### config.mk
export PLATFORM = sky130hd
export DESIGN_NAME = regfile_sb
export DESIGN_NICKNAME = d
export VERILOG_FILES = /design/src/rtl/regfile_sb.sv
export SDC_FILE = /design/constraint.sdc
export NUM_CORES = 1
export LEC_CHECK = 0
export CELL_PAD_IN_SITES_DETAIL_PLACEMENT = 0
export CELL_PAD_IN_SITES_GLOBAL_PLACEMENT = 1
export CORE_ASPECT_RATIO = 0.6
export CORE_MARGIN = 5
export CORE_UTILIZATION = 35
export DETAILED_ROUTE_END_ITERATION = 12
export GPL_TIMING_DRIVEN = 0
export PLACE_DENSITY_LB_ADDON = 0.1
export REMOVE_ABC_BUFFERS = 1
export SLEW_MARGIN = 5
export SYNTH_ARGS = -nofsm -noshare
export SYNTH_HDL_FRONTEND = slang
export SYNTH_HIERARCHICAL = 1
export SYNTH_SLANG_ARGS = --single-unit
export TNS_END_PERCENT = 30
### constraint.sdc
create_clock -name clk -period 6.1 [get_ports clk]
set_input_delay 1.525 -clock clk [delete_from_list [all_inputs] [get_ports clk]]
set_output_delay 1.525 -clock clk [all_outputs]
set_load 0.02 [all_outputs]
### src/rtl/regfile_sb.sv
// regfile_sb: multi-read-port register file with a per-register busy scoreboard.
// Reads are registered (latency 1) with write-first bypass from the same-cycle
// writeback. The issue stage reserves destinations through rsv_*, and writeback
// clears them. rd_hazard tells the issue stage when a read must stall.
// Optional build macro: REGFILE_R0_ZERO_EN hardwires register 0 to zero and
// makes it never busy.

// One read port: address decode, bypass mux, hazard flag and output register.
module regfile_sb_rdport #(
  parameter int DATA_W = 16,
  parameter int NREGS  = 8,
  parameter int ADDR_W = 3
) (
  input  logic                           clk,
  input  logic                           reset,
  input  logic                           rd_en,
  input  logic [ADDR_W-1:0]              rd_addr,
  input  logic [NREGS-1:0][DATA_W-1:0]   regs_q,
  input  logic [NREGS-1:0]               busy_q,
  input  logic [NREGS-1:0]               wr_dec,
  input  logic [DATA_W-1:0]              wr_data,
  output logic [DATA_W-1:0]              rd_data,
  output logic                           rd_valid,
  output logic                           rd_hazard
);
  logic [NREGS-1:0]  rd_dec;
  logic [DATA_W-1:0] rd_mux;

  // One-hot decode. Addresses >= NREGS match no register, so they read as 0.
  always_comb begin
    rd_dec = '0;
    for (int n = 0; n < NREGS; n++)
      rd_dec[n] = (rd_addr == ADDR_W'(n));
  end

  // Write-first select. wr_dec has the ignored writes (out of range, or a
  // hardwired r0) already removed, so those writes never bypass.
  always_comb begin
    rd_mux = '0;
    for (int n = 0; n < NREGS; n++)
      if (rd_dec[n]) rd_mux = wr_dec[n] ? wr_data : regs_q[n];
  end

  // A same-cycle write to the register supplies the data, so it clears the hazard.
  assign rd_hazard = rd_en & (|(rd_dec & busy_q & ~wr_dec));

  // Registered read. Data holds when the port is idle.
  always_ff @(posedge clk) begin
    if (reset) begin
      rd_data  <= '0;
      rd_valid <= 1'b0;
    end else begin
      rd_valid <= rd_en;
      if (rd_en) rd_data <= rd_mux;
    end
  end
endmodule

module regfile_sb #(
  parameter  int DATA_W = 16,
  parameter  int NREGS  = 8,
  parameter  int NRD    = 2,
  localparam int ADDR_W = $clog2(NREGS)
) (
  input  logic                    clk,
  input  logic                    reset,
  input  logic                    wr_en,
  input  logic [ADDR_W-1:0]       wr_addr,
  input  logic [DATA_W-1:0]       wr_data,
  input  logic [NRD-1:0]          rd_en,
  input  logic [NRD*ADDR_W-1:0]   rd_addr,
  output logic [NRD*DATA_W-1:0]   rd_data,
  output logic [NRD-1:0]          rd_valid,
  output logic [NRD-1:0]          rd_hazard,
  input  logic                    rsv_en,
  input  logic [ADDR_W-1:0]       rsv_addr,
  output logic                    rsv_err,
  output logic [NREGS-1:0]        busy,
  output logic [NREGS*DATA_W-1:0] regs
);
`ifdef REGFILE_R0_ZERO_EN
  // r0 accepts no writes and no reservations, so it stays 0 and never becomes busy.
  localparam logic [NREGS-1:0] WR_MASK = {{(NREGS-1){1'b1}}, 1'b0};
`else
  localparam logic [NREGS-1:0] WR_MASK = '1;
`endif

  logic [NREGS-1:0][DATA_W-1:0] regs_q;
  logic [NREGS-1:0]             busy_q;
  logic [NREGS-1:0]             wr_dec;
  logic [NREGS-1:0]             rsv_dec;

  // Write and reserve decodes. Out-of-range and masked addresses decode to nothing.
  always_comb begin
    wr_dec  = '0;
    rsv_dec = '0;
    for (int n = 0; n < NREGS; n++) begin
      wr_dec[n]  = wr_en  && (wr_addr  == ADDR_W'(n));
      rsv_dec[n] = rsv_en && (rsv_addr == ADDR_W'(n));
    end
    wr_dec  = wr_dec  & WR_MASK;
    rsv_dec = rsv_dec & WR_MASK;
  end

  // Register array and scoreboard. A reserve beats a same-cycle writeback,
  // because the newly issued producer now owns the register.
  always_ff @(posedge clk) begin
    if (reset) begin
      regs_q  <= '0;
      busy_q  <= '0;
      rsv_err <= 1'b0;
    end else begin
      for (int n = 0; n < NREGS; n++) begin
        if (wr_dec[n]) regs_q[n] <= wr_data;
        if (rsv_dec[n])     busy_q[n] <= 1'b1;
        else if (wr_dec[n]) busy_q[n] <= 1'b0;
      end
      // A double reserve is an error only if no writeback retires the old producer.
      rsv_err <= |(rsv_dec & busy_q & ~wr_dec);
    end
  end

  // Build one read-port instance for each port.
  for (genvar i = 0; i < NRD; i++) begin : g_rd
    regfile_sb_rdport #(
      .DATA_W (DATA_W),
      .NREGS  (NREGS),
      .ADDR_W (ADDR_W)
    ) u_rd (
      .clk       (clk),
      .reset     (reset),
      .rd_en     (rd_en[i]),
      .rd_addr   (rd_addr[i*ADDR_W +: ADDR_W]),
      .regs_q    (regs_q),
      .busy_q    (busy_q),
      .wr_dec    (wr_dec),
      .wr_data   (wr_data),
      .rd_data   (rd_data[i*DATA_W +: DATA_W]),
      .rd_valid  (rd_valid[i]),
      .rd_hazard (rd_hazard[i])
    );
  end

  assign busy = busy_q;
  assign regs = regs_q;
endmodule

* After elaboration in Yosys (flattened, before gate mapping)
Index checks and enable logic that the tools add are counted.
** Storage, ports and cells
- Memories :: 0
- Output and inout bits :: 173
- Memory bits (writable) :: 0
- Bits in read-only memories :: 0
- Register bits after elaboration :: 171
- Logic and storage cells :: 129
- Bits in latches :: 0
** Cells by class
- $add $sub $neg :: 0
- Order comparisons :: 0
- Divide/modulo/power cells :: 0
- Multipliers :: 0
- Equal/unequal tests :: 28
- Shifts and indexed selects :: 0
- Reductions and logical operators :: 31
- Bitwise operators :: 9
- Mux-type cells :: 40
** Operator list (number)
- $mux 16 :: 24
- $and 8x8->8 :: 6
- $eq 3x3->1 const B :: 16
- $eq 3x2->1 const B :: 8
- $reduce_or 8->1 :: 3
- $logic_and 1x1->1 :: 16
- $mux 1 :: 16
- $reduce_bool 2->1 :: 8
- $eq 3x1->1 const B :: 4
- $logic_not 3->1 :: 4
- $not 8->8 :: 1
- $and 1x1->1 :: 2

* Depth between registers and ports, before layout
- Word-level depth :: 11
- Mapped depth :: 12
- Depth with buffers taken out :: 8

* Hierarchy
Netlist, hierarchy kept.
** By module, submodules not included
- regfile_sb_rdport :: cells an instance 429, sequential area each 340.3 sq um, times used 2, area an instance 3397.0 sq um
- regfile_sb :: cells an instance 632, sequential area each 2742.6 sq um, times used 1, area an instance 5123.7 sq um

* Worst setup path after synthesis
No wires, ideal clock.
- Path type :: input to output
- Start point :: input wr_en
- End point :: output rd_hazard[0]
- Stages on the path :: 11
- Data arrival time :: 3.354 ns
- Setup slack :: 1.221 ns
- Required time :: 4.575 ns
- Buffers on the path :: 4
- Cells stage by stage :: buf_6 > nor2b_4 > buf_6 > nand2_4 > clkinv_2 > buf_4 > buf_2 > nor2_1 > a32oi_1 > mux4_2 > nor2b_1
** On the way
- Word-level cells in the longest chain between the ends :: 5
** RTL lines
- start: declaration :: RTL line 67 : input logic wr_en,
- $logic_and 1x1->1 :: RTL line 98 : wr_dec[n] = wr_en && (wr_addr == ADDR_W'(n));
- named net wr_dec[2] :: RTL line 90 : logic [NREGS-1:0] wr_dec;
- $not 8->8 :: RTL line 45 : assign rd_hazard = rd_en & (|(rd_dec & busy_q & ~wr_dec));
- $and 8x8->8 :: RTL line 45
- $reduce_or 8->1 :: RTL line 45
- $and 1x1->1 :: RTL line 45
- end: declaration :: RTL line 74 : output logic [NRD-1:0] rd_hazard,
The timed path passes the listed nets, and every way through them passes these cells.

* Worst setup path after layout
- Start point :: input wr_addr[1]
- End point :: output rd_hazard[1]
** On the way
- Word-level cells in the longest chain between the ends :: 6
** RTL lines
- start: declaration :: RTL line 68 : input logic [ADDR_W-1:0] wr_addr,
- $eq 3x1->1, or another cell as far along :: RTL line 98
- $logic_and 1x1->1 :: RTL line 98
- $not 8->8 * :: RTL line 45
- $and 8x8->8 * :: RTL line 45
- $reduce_or 8->1 * :: RTL line 45
- $and 1x1->1 * :: RTL line 45
Every way passes the cells marked *; elsewhere a longest branch is shown, timed or not.

==> impl_metrics.csv <==
group,metric,value,unit
power_and_ir_drop,powerDensity,202,nW/um2
worst_setup_path,worstPathCellList,"clkdlybuf4s50_1, nor2b_4, nand2_8, clkinv_16, nor2_1, a32oi_1, mux4_2, nor2b_1, clkdlybuf4s50_1",
sta,worst_slew_pin_slew,1.22,ns
floorplanning,coreArea,33600,um2
floorplanning,fp.dieH,153,um
final_layout,utilization,0.430,
sta,fin_hold_ws,0.484,ns
synthesis,synth-xor-area-share,0,
worst_setup_path,critPathMaxFanout,51,
placed_design,place_congestion,0.840,
run_status,status,"complete, no violations",
route,finalWirelength,51.3,mm
synthesis,synth_cells,1490,
placed_design,place_hpwl,29.6,mm
floorplanning,die_w,248,um
floorplanning,num_rows,52,
worst_setup_path,max_stage_delay,0.61,ns
route,drt-wirelength-per-cell,25.1,um
power_and_ir_drop,total_power,0.00291,W
route,drc,0,
route,num_vias,11800,
global_routing,overflow,0,
placed_design,place_inst,2005,
global_routing,grtUsageTotal,0.259,
synthesis,synth_simple_gate_area_frac,0.178,
synthesis,synth_mux_area_frac,0.202,
hold_path,hold_class,"reg -> reg",
worst_setup_path,critical_path_class,"in -> out",
global_routing,grt_pass1_wl,74.7,mm
synthesis,synth_area_leader_cell,"dfxtp_1",
synthesis,ys.warnings.count,6,
synthesis,netlist.area_leader.share,0.287,
sta,maxSlewHeadroom,0.185,
worst_setup_path,slowest_stage,"clkdlybuf4s50_1",
floorplanning,ioPinCount,207,
clock_network,hold_buffers,0,
power_and_ir_drop,internal_power,0.00202,W
power_and_ir_drop,power_switching,0.000894,W
global_routing,grt_pass1_vias,10800,
worst_setup_path,required,4.58,ns
synthesis,ys_ff_latch,171,
power_and_ir_drop,netSwitchingFraction,0.307,
route,viasPerCell,5.77,
sta,period_minus_slack,5.97,ns
synthesis,synth_compound_gate_area_share,0.239,
global_routing,grt_max_degree,88,
synthesis,syn_area,11900,um2
clock_network,numCtsBuffers,17,
synthesis,synth-adder-area-share,0,
worst_setup_path,crit_path_end_kind,"output port",
clock_network,cts_tree,"built",
route,drtIter0Drc,1218,
power_and_ir_drop,p_seq_frac,0.406,
sta,final-hold-violation-count,0,
route,antenna_left,0,
placed_design,io_buffer_count,206,
sta,rsz0062_at_grt,"no",
clock_network,max-clock-path-buffers,2,
sta,slew_viol_final,0,
final_layout,layout.cells.non_filler,2046,
synthesis,synth_top_family_by_area,"compound AO/OA/AOI/OAI gates",
run,cap_violations,0,
clock_network,clkLatencyLatePin,0.46,ns
route,dr.pass1.iters,5,
floorplanning,die_area,38000,um2
clock_network,clock-sinks,171,
synthesis,synth.avg_cell_area,8.00,um2
floorplanning,start_util,0.354,
sta,setup_viol,0,
synthesis,seq_area_frac_synth,0.287,
power_and_ir_drop,irDropWorstVdd,0.000207,V
global_routing,antenna_found_initial,0,
sta,clock_skew,0.00617,ns
worst_setup_path,cp.arrival,4.45,ns
worst_setup_path,startpoint_type,"input port",
worst_setup_path,crit_top_cell,"clkdlybuf4s50_1",
final_layout,nets,1609,
worst_setup_path,crit_family,"buffers and inverters",
sta,min_period_over_period,0.979,
final_layout,drive_gt1_frac,0.122,
sta,max_freq,167,MHz
clock_network,htree_levels,4,
synthesis,synth_area_leaders,"dfxtp_1, nand2_1, mux2i_1",
clock_network,clk_pin_slew,0.07,ns
synthesis,ys_types,56,
power_and_ir_drop,p_clk_frac,0.402,
clock_network,root_buffer,"clkbuf_16",
worst_setup_path,cp_num_buf_inv,3,
power_and_ir_drop,p_comb_frac,0.192,
final_layout,syn_to_final_growth,21.3,%
power_and_ir_drop,leakagePower,4.62,nW
-- path summary, 6_finish.rpt --
kind	depth (start not counted)	endpoint	startpoint	slack (ns)
setup reg to reg	5	g_rd[0].u_rd/rd_data[13]$_SDFFE_PP0P_	regs[13]$_SDFFE_PP0P_	4.46
setup / recovery	9	rd_hazard[1]	wr_addr[1]	0.13
hold / removal	2	regs[15]$_SDFFE_PP0P_	regs[15]$_SDFFE_PP0P_	0.48
hold reg to reg	2	regs[15]$_SDFFE_PP0P_	regs[15]$_SDFFE_PP0P_	0.48
-- layer usage --
metal,GRT usage,part of all wire
met1,0.379,0.47
met2,0.393,0.44
met3,0.0490,0.075
met4,0.0680,0.020
met5,0,0
-- layout by cell type (no fill, tap or decap), types with 3 or more instances in the layout --
master / synthesis / routed
a211oi_1: 32 / 32
a21oi_1: 122 / 122
a21oi_2: 9 / 9
a221o_1: 30 / 30
a221oi_1: 32 / 32
a22oi_1: 5 / 5
a32oi_1: 40 / 40
buf_2: 45 / 4
buf_4: 37 / 10
bufinv_16: 0 / 3
clkbuf_16: 0 / 17
clkbuf_8: 0 / 3
clkdlybuf4s50_1: 0 / 196
clkinv_2: 1 / 6
dfxtp_1: 171 / 171
inv_1: 12 / 12
inv_16: 0 / 3
mux2_1: 10 / 10
mux2_2: 86 / 86
mux2i_1: 128 / 128
nand2_1: 351 / 351
nand2_2: 9 / 9
nand3_4: 2 / 3
nor2_1: 48 / 46
nor2b_1: 34 / 34
o21ai_0: 63 / 63
o21ai_1: 36 / 36
o22ai_1: 62 / 62
-- synthesized netlist by cell type (all sizes together) --
cell	n
o32a	1
a21oi	131
and2	4
a221oi	32
nand3	5
mux2i	128
a211oi	32
or2	2
o21ai	99
nand2b	2
a22oi	5
buf	112
nand4b	1
and2b	2
clkinv	2
nand3b	1
and3	3
or2b	2
nor2b	36
a221o	30
nor2	49
mux4	2
o22ai	62
and3b	1
a32oi	40
nand2	362
o311ai	2
nor3b	4
or3	1
o32ai	3
mux2	96
nand4	3
dfxtp	171
clkbuf	43
inv	20
a31oi	1
-- power by group through the flow --
stage	Clock, W	Combinational [W]	Sequential (W)
3_3_place_gp	0	0.000537	0.00121
6_report	0.00117	0.000560	0.00118
4_1_cts	0.00119	0.000551	0.00118
3_5_place_dp	0	0.000540	0.00121
5_1_grt	0.00124	0.000592	0.00119
2_1_floorplan	0	0.000221	0.00124
-- timing repair --
action	4_1_cts	5_1_grt
cloned	2	0
pin swaps	2	0
resized for setup	36	4
setup endpoints to repair	2	2
endpoints found under the hold margin	0	0
setup buffers	5	3
-- state kept, by name, indices dropped and copies added, names as in the netlist --
name / cells
rsv_err: 1
g_rd.u_rd/rd_valid: 2
g_rd.u_rd/rd_data: 32
regs: 128
busy: 8
-- layout make-up --
cell class                 count  area (um2)
antenna                        1        2.50
clock buffer                  21         470
clock inverter                 9         120
fill                        3400       19200
inverter                      22         221
multi-input combinational   1142        7430
sequential                   171        3420
tap                          459         574
timing repair buffer         219        2200
timing repair inverter         2        17.5
-- metrics by stage --
step	setup TNS (ns)	setup slack [ns]	instance area, um2
after floorplan	0	1.09	10900
after global placement	-194.22	-3.86	13500
after detailed placement	-2.89	-1.51	13600
after CTS	0	0.00115	14400
after global routing	0	0.0180	14500
final	0	0.130	14500
-- logic make-up after synthesis --
kind of cell / after synthesis
buf+inv: 177
simple gates: 478
flops: 171
compound gates: 438
mux: 226
-- worst min-delay path: stages (launching register included) --
cell,delay (ns)
dfxtp_1,0.33
nand2_1,0.06
a21oi_1,0.05
No activity file was read; power rests on OpenSTA's default activity.
